[src/rtl/quad_pkg.sv]
// Shared Gray-state constants, direction encoding and the quadrature transition classifier
// used by the step decoder.
package quad_pkg;

   localparam logic [1:0] ST_00 = 2'b00;
   localparam logic [1:0] ST_10 = 2'b10;
   localparam logic [1:0] ST_11 = 2'b11;
   localparam logic [1:0] ST_01 = 2'b01;

   localparam logic DIR_UP = 1'b1;
   localparam logic DIR_DN = 1'b0;

   typedef enum logic {
      PH_START = 1'b0,
      PH_RUN   = 1'b1
   } phase_t;

   typedef struct packed {
      logic valid;
      logic illegal;
      logic up;
   } edge_t;

   // Classifies one {A,B} transition; up follows the forward cycle 00->10->11->01->00.
   function automatic edge_t edge_dir(input logic [1:0] prev, input logic [1:0] cur);
      edge_t r;
      r = '0;
      if ((prev ^ cur) == 2'b11) begin
         r.illegal = 1'b1;
      end else if (prev != cur) begin
         r.valid = 1'b1;
         case (prev)
            ST_00:   r.up = (cur == ST_10);
            ST_10:   r.up = (cur == ST_11);
            ST_11:   r.up = (cur == ST_01);
            default: r.up = (cur == ST_00);
         endcase
      end
      return r;
   endfunction

endpackage

[src/rtl/quad_debounce.sv]
// Two-flop synchroniser followed by a stability filter: the output follows the
// synchronised input only after it has differed for DEBOUNCE_CYCLES consecutive cycles.
module quad_debounce #(
   parameter int DEBOUNCE_CYCLES = 4
) (
   input  logic clk,
   input  logic rst_n,
   input  logic din,
   output logic dout
);

   localparam logic [7:0] CNT_LAST = 8'(DEBOUNCE_CYCLES - 1);

   logic       sync_1;
   logic       sync_2;
   logic [7:0] stable_cnt;

   always_ff @(posedge clk or negedge rst_n) begin
      if (!rst_n) begin
         sync_1     <= 1'b0;
         sync_2     <= 1'b0;
         stable_cnt <= '0;
         dout       <= 1'b0;
      end else begin
         sync_1 <= din;
         sync_2 <= sync_1;
         if (sync_2 == dout) begin
            stable_cnt <= '0;
         end else if (stable_cnt == CNT_LAST) begin
            dout       <= sync_2;
            stable_cnt <= '0;
         end else begin
            stable_cnt <= stable_cnt + 8'd1;
         end
      end
   end

endmodule

[src/rtl/quad_step_decoder.sv]
// Quadrature front-end: debounced A/B, startup settling window, Gray-code edge decode and
// a signed per-detent accumulator that emits one step pulse plus a held direction.
//
// state    | meaning
// PH_START | settling after reset release; prev_ab tracks filt_ab, no steps or err
// PH_RUN   | normal decode of filt_ab against prev_ab
module quad_step_decoder
   import quad_pkg::*;
#(
   parameter int DEBOUNCE_CYCLES  = 4,
   parameter int STEPS_PER_DETENT = 4
) (
   input  logic       clk,
   input  logic       rst_n,
   input  logic       en,
   input  logic       quad_a,
   input  logic       quad_b,
   output logic       step_en,
   output logic       step_up,
   output logic       err,
   output logic [1:0] filt_ab
);

   localparam int               STARTUP_LEN = DEBOUNCE_CYCLES + 3;
   localparam logic [8:0]       START_LAST  = 9'(STARTUP_LEN - 1);
   localparam logic signed [3:0] ACC_MAX    = signed'(4'(STEPS_PER_DETENT - 1));
   localparam logic signed [3:0] ACC_MIN    = -ACC_MAX;

   phase_t            phase;
   phase_t            phase_nxt;
   logic [8:0]        start_cnt;
   logic [1:0]        prev_ab;
   logic signed [3:0] acc;
   logic signed [3:0] acc_nxt;
   logic              step_nxt;
   logic              up_nxt;
   logic              err_nxt;
   edge_t             ed;

   quad_debounce #(.DEBOUNCE_CYCLES(DEBOUNCE_CYCLES)) u_deb_a (
      .clk  (clk),
      .rst_n(rst_n),
      .din  (quad_a),
      .dout (filt_ab[1])
   );

   quad_debounce #(.DEBOUNCE_CYCLES(DEBOUNCE_CYCLES)) u_deb_b (
      .clk  (clk),
      .rst_n(rst_n),
      .din  (quad_b),
      .dout (filt_ab[0])
   );

   always_comb begin
      phase_nxt = phase;
      if (phase == PH_START && start_cnt == START_LAST) begin
         phase_nxt = PH_RUN;
      end
   end

   always_ff @(posedge clk or negedge rst_n) begin
      if (!rst_n) begin
         phase     <= PH_START;
         start_cnt <= '0;
      end else begin
         phase <= phase_nxt;
         if (phase == PH_START) begin
            start_cnt <= start_cnt + 9'd1;
         end
      end
   end

   // Disabled or settling: the accumulator holds and nothing is reported.
   always_comb begin
      ed       = edge_dir(prev_ab, filt_ab);
      acc_nxt  = acc;
      step_nxt = 1'b0;
      up_nxt   = step_up;
      err_nxt  = 1'b0;
      if (phase == PH_RUN && en) begin
         if (ed.illegal) begin
            err_nxt = 1'b1;
            acc_nxt = '0;
         end else if (ed.valid && ed.up) begin
            if (acc == ACC_MAX) begin
               step_nxt = 1'b1;
               up_nxt   = DIR_UP;
               acc_nxt  = '0;
            end else begin
               acc_nxt = acc + 4'sd1;
            end
         end else if (ed.valid) begin
            if (acc == ACC_MIN) begin
               step_nxt = 1'b1;
               up_nxt   = DIR_DN;
               acc_nxt  = '0;
            end else begin
               acc_nxt = acc - 4'sd1;
            end
         end
      end
   end

   always_ff @(posedge clk or negedge rst_n) begin
      if (!rst_n) begin
         prev_ab <= '0;
         acc     <= '0;
         step_en <= 1'b0;
         step_up <= 1'b0;
         err     <= 1'b0;
      end else begin
         prev_ab <= filt_ab;
         acc     <= acc_nxt;
         step_en <= step_nxt;
         step_up <= up_nxt;
         err     <= err_nxt;
      end
   end

endmodule
[config.mk]
export PLATFORM = sky130hd
export DESIGN_NAME = quad_step_decoder
export DESIGN_NICKNAME = d
export VERILOG_FILES = /design/src/rtl/quad_pkg.sv /design/src/rtl/quad_debounce.sv /design/src/rtl/quad_step_decoder.sv
export SDC_FILE = /design/constraint.sdc
export NUM_CORES = 1
export LEC_CHECK = 0
export ABC_AREA = 1
export CAP_MARGIN = 20
export CORE_ASPECT_RATIO = 1.75
export CORE_MARGIN = 2
export CORE_UTILIZATION = 32
export CTS_CLUSTER_SIZE = 8
export DETAILED_ROUTE_END_ITERATION = 7
export PLACE_DENSITY = 0.5
export SKIP_LAST_GASP = 1
export SLEW_MARGIN = 0
export SYNTH_ARGS = -nofsm -noshare
export SYNTH_HDL_FRONTEND = slang
export SYNTH_SLANG_ARGS = --single-unit
[constraint.sdc]
create_clock -name clk -period 1.83 [get_ports clk]
set_input_delay 0.366 -clock clk [delete_from_list [all_inputs] [get_ports clk]]
set_output_delay 0.366 -clock clk [all_outputs]
set_load 0.02 [all_outputs]
After elaboration in Yosys (flattened, before gate mapping)
Cells that the tools add are included.
- word-level logic and storage cells: 79
- bits of input ports: 5
- output and inout bits: 5
- register bits: 41
- eq/ne operators: 15
- reduce and logical (&&, ||, !) cells: 12
- bitwise operators: 5
- add/sub/neg operators: 5
- muxes and demuxes: 27
- operator list (kind ; count):
    8-bit 2-to-1 mux ; 4
    4-bit 2-to-1 mux ; 5
    1-bit 2-to-1 mux ; 17
    8-bit by 1-bit adder with 8-bit output, second input constant ; 2
    8-bit by 2-bit == test with 1-bit output, second input constant ; 2
    2-bit == test, second input constant ; 5
    9-bit by 1-bit adder with 9-bit output, second input constant ; 1
    9-bit by 3-bit == test with 1-bit output, second input constant ; 1
    4-bit by 3-bit == test with 1-bit output, second input constant ; 2
    2-bit AND reduction ; 3
    5-bit AND reduction ; 1
    4-bit by 2-bit adder with 4-bit output, second input constant ; 1
    2-bit logical NOT ; 2
    1-bit inverter ; 4
    2-bit nonzero test ; 2
    4-bit by 2-bit subtractor with 4-bit output, second input constant ; 1
    1-bit logical AND ; 3
    1-bit case mux with 3 select lines ; 1
    3-bit nonzero test ; 1
    1-bit == test ; 2
    2-bit by 1-bit == test with 1-bit output, second input constant ; 1
    2-bit by 1-bit inequality test with 1-bit output, second input constant ; 1
    2-bit inequality test ; 1
    2-bit XOR ; 1

Longest topological paths before layout
- depth after elaboration: 8
- mapped depth: 12

Cells and area by module
Synthesis repeated with hierarchy kept, for this count alone.
- cells, all modules: 261
- area total of the unflattened synthesis: 2179.6 µm²
- by module, submodules not included (module ; times used ; cells each ; area an instance (µm²)):
    quad_step_decoder ; 1 ; 137 ; 1121.1
    quad_debounce ; 2 ; 62 ; 529.3

Worst setup path before layout
OpenSTA, ideal clock, no wires.
- path type: flip-flop to flip-flop
- from: reg u_deb_b.dout
- to: reg step_up
- period minus slack after synthesis: 1.783 ns
- data arrival time: 1.666 ns
- data required time: 1.713 ns
- setup slack: 0.047 ns
- library setup time: 0.117 ns
- cell stages (with the launch flop): 13
- path through: dfrtp_1 buf_4 xnor2_1 inv_1 ha_1 inv_2 nand2_2 nor2_4 nand3_4 nand2_2 nand3_2 nand2_1 nand2_1
- word-level cells in the longest chain between the ends: 7
- elaborated cells on any way between the ends: 20
- classes of those cells: 6 x eq/ne; 7 x mux; 2 x bitwise; 5 x reduce/logical
- RTL lines (item ; line ; source):
    start, declared ; quad_debounce.sv:9 ; output logic dout
    start signal, assigned ; quad_debounce.sv:30 ; dout <= sync_2;
    2-bit by 1-bit == test with 1-bit output, or another cell as far along ; quad_pkg.sv:35 ; ST_11: r.up = (cur == ST_01);
    1-bit case mux with 3 select lines ; quad_pkg.sv:32 ; case (prev)
    1-bit 2-to-1 mux ; quad_pkg.sv:30 ; end else if (prev != cur) begin
    1-bit 2-to-1 mux ; quad_pkg.sv:28 ; if ((prev ^ cur) == 2'b11) begin
    1-bit logical AND ; quad_step_decoder.sv:84 ; end else if (ed.valid && ed.up) begin
    2-bit by 1-bit inequality test with 1-bit output (no line) / 2-bit nonzero test (equally long branches) ; n/a ;
    5-bit AND reduction (no line) ; n/a ;
    end signal, assigned ; quad_step_decoder.sv:115 ; step_up <= up_nxt;
    end, declared ; quad_step_decoder.sv:19 ; output logic step_up,
Several ways; a longest one is shown, not always the timed one.
A chain may end at the register's enable or synchronous reset.

Worst setup path after layout
- from: reg prev_ab[1]
- to: reg step_up
- word-level cells in the longest chain between the ends: 7
- elaborated cells on any way between the ends: 19
- classes of those cells: 5 x eq/ne; 7 x mux; 2 x bitwise; 5 x reduce/logical
- RTL lines (item ; line ; source):
    start, declared ; quad_step_decoder.sv:32 ; logic [1:0] prev_ab;
    start signal, assigned ; quad_step_decoder.sv:112 ; prev_ab <= filt_ab;
    2-bit == test / 2-bit logical NOT (equally long branches) ; quad_pkg.sv:32 ;
    1-bit case mux with 3 select lines ; quad_pkg.sv:32 ;
    1-bit 2-to-1 mux ; quad_pkg.sv:30 ;
    1-bit 2-to-1 mux ; quad_pkg.sv:28 ;
    1-bit logical AND ; quad_step_decoder.sv:84 ;
    2-bit by 1-bit inequality test with 1-bit output (no line) / 2-bit nonzero test (equally long branches) ; n/a ;
    5-bit AND reduction (no line) ; n/a ;
Several ways; a longest one is shown, not always the timed one.

==> flow_summary.yaml <==
outcome:
  outcome: "completed"
placed_design:
  dp.cells: 333
  pre_cts_ws_ps: 123.0
  io_buffers: 9
  dp_hpwl_um: 2714
  gp_congestion: 0.8061
logic_synthesis:
  yosysUniqueCellTypes: 24
  synth_area_mm2: 0.002097
  synth_nets: 254
  synth_seq_cells: 41
  synth_ff_type: "dfrtp_1"
  synth_warnings: 0
  synth-edff-count: 0
  synthArstFlopShare_pct: 100.0
  seq_area_frac_synth_pct: 48.93
  syn_inst: 240
  syn_avg_cell_area_um2: 8.738
power_and_ir_drop:
  power.total_mw: 3.909
  power_density_mw_per_mm2: 1569
  leakage_nw: 1.200
  vdd.ir_drop.worst_mv: 0.8175
worst_hold_path:
  hp-class: "primary input to async pin"
setup_path:
  slowest_stage: "dfrtp_1"
  crit_fanout: 5
  crit_path_end_kind: "flop"
  cp_slowest_stage_delay_ps: 410
  critPathLaunchType: "flop"
  cp.arrival_ps: 1870
  critical-path-top-delay-family: "simple AND/OR/NAND/NOR gates"
  worst-setup-path-type: "flop to flop"
  path_cells: "xnor2_1 -> inv_1 -> ha_1 -> nand2_2 -> nor2_4 -> nand3_4 -> nand2_2 -> nand3_2 -> nand2_1 -> nand2_1"
  worst_ep_required_time_ps: 2000
  startpoint: "prev_ab[1]"
  cp_num_buf_inv: 1
  r2r-start: "prev_ab[1]"
routing:
  drt-vias-per-instance: 4.434
  final_antenna_net_count: 0
  drt-initial-drc-count: 99
  wl_um: 3781
  dr.pass1.iters: 4
  wire_per_inst_um: 11.09
  vias: 1512
  drc_errors: 0
floorplan:
  initial_core_util_pct: 32.56
  core-area_mm2: 0.006441
  num_rows: 39
  die_h_um: 111.1
  dieArea_mm2: 0.007243
  die_width_um: 65.20
  pin_count: 10
sta:
  fin_skew_ps: 5.257
  setup_viol: 0
  finalCriticalPeriod_ps: 1695
  fmax_ghz: 0.5901
  relSlewSlack_pct: 64.77
  post-route-period-util_pct: 92.60
  hold_violations: 0
  slew_violations: 0
  worst_pin_slew_ps: 528.4
  fin_ws_ps: 135.5
  rsz0062_at_grt: "yes"
cts:
  insertion_delay_ps: 280
  root_buffer: "clkbuf_16"
  postCtsHoldBufs: 0
  cts_tree: "yes"
  clkSlewWorstSetupHoldPaths_ps: 60
  max-clock-path-buffers: 2
  cts_buffers: 5
  cts_sinks: 41
  htreeDepth: 2
layout:
  final_util_pct: 38.68
  instances_no_fill: 341
  drive_above_1_share_pct: 11.97
  final_nets: 272
  fillers: 661
  diodes: 0
  syn_to_final_growth_pct: 18.79
global_route:
  grt_max_degree: 42
  met3_usage_pct: 3.350
  use_met1_pct: 13.67
  overflow: 0
  track_usage_pct: 12.19
  antenna_found_initial: 0
  grt_pass1_wl_um: 6741
  grtUsageMet2_pct: 20.20
  grt.busiest_layer: "met2"
  grt_pass1_vias: 1502
flow_run:
  drv_cap: 0
where the power goes:
part           switching [mW]  internal (mW)
logic                   0.964          0.668
clock network           0.349          0.680
registers               0.173           1.07
total                    1.49           2.42
cell usage in the layout (no fill, tap or decap), drive strengths merged:
master         netlist  routed
nand3               21      21
nand4                8       8
clkdlybuf4s50        0       6
clkinvlp             0       1
or2                  1       1
xnor2               12      12
nor3                 1       1
bufinv               0       1
xor2                 5       5
buf                  4       7
nand2               57      57
o21bai               1       1
nor2                34      34
dfrtp               41      41
clkbuf               0       6
nor4                 1       1
o21ai                9       9
ha                   9       9
dlymetal6s2s         0       2
inv                 33      33
a21oi                3       3
stage by stage:
step                      hold slack, ps  TNS [ps]  area (µm²)
final                              132.5         0        2491
after global routing               191.8    -23.07        2491
after CTS                          163.8         0        2479
after detailed placement           334.7         0        2302
after global placement             335.0         0        2302
after floorplan                    70.41         0        2097
final cells by class:
class | instances | area [µm²] | share of cell area, %
flip-flops and latches | 41 | 1026 | 41.19
inverters | 33 | 123.9 | 4.972
clock inverters | 2 | 37.54 | 1.507
clock buffers | 6 | 138.9 | 5.575
repair buffers | 15 | 135.1 | 5.424
multi-input cells | 162 | 927.1 | 37.22
well taps | 82 | 102.6 | 4.119
routing by layer:
layer	vias to the layer above	wire length (µm)
met5	-	0
met4	0	102
met3	7	93
met2	20	1995
met1	700	1590
li1	785	-
worst paths after layout:
| kind | endpoint | slack (ps) | cells past startpoint |
|---|---|---|---|
| max | step_up | 140 | 10 |
| max in group asynchronous | start_cnt[3] | 1320 | 2 |
| min in group clk | u_deb_a.sync_2 | 350 | 0 |
| min | u_deb_b.stable_cnt[3] | 130 | 2 |
| min reg2reg | u_deb_a.sync_2 | 350 | 0 |
| max reg2reg | step_up | 140 | 10 |
Yosys cell counts (all sizes together), types with 3 or more instances:
master / count / share of area [%]
nand4: 8 / 2.4
a21oi: 3 / 0.72
inv: 33 / 5.9
nand3: 21 / 6.6
ha: 9 / 5.4
nand2: 57 / 11
nor2: 34 / 7.6
dfrtp: 41 / 49
xor2: 5 / 2.1
o21ai: 9 / 2.1
xnor2: 12 / 5.0
buf: 4 / 1.3
what timing repair did:
action | in CTS | in global routing
setup endpoints to repair | 0 | 3
resized for setup | 0 | 3
setup buffers | 0 | 0
cells by family after synthesis:
kind of cell / synth area share [%]
and+or+nand+nor: 28.16
DFF: 48.93
buffers and inverters: 7.219
xor gates and xnor gates: 7.100
AOI/OAI and AO/OA: 3.222
adders and majority gates: 5.370
flip-flops by register name, summed over array words and instances, names as in the netlist:
signal,count
acc,4
err,1
phase,1
prev_ab,2
start_cnt,9
step_en,1
step_up,1
u_deb_a.dout,1
u_deb_a.stable_cnt,8
u_deb_a.sync_1,1
u_deb_a.sync_2,1
u_deb_b.dout,1
u_deb_b.stable_cnt,8
u_deb_b.sync_1,1
u_deb_b.sync_2,1
worst register-to-register path, delay by kind of cell (launching register included):
kind,cells,cell delay (ps)
buf+inv,1,70
xor+xnor,1,200
simple gates,7,600
fa+ha+maj,1,310
flops,1,410
Power figures use the tool's default switching activity.
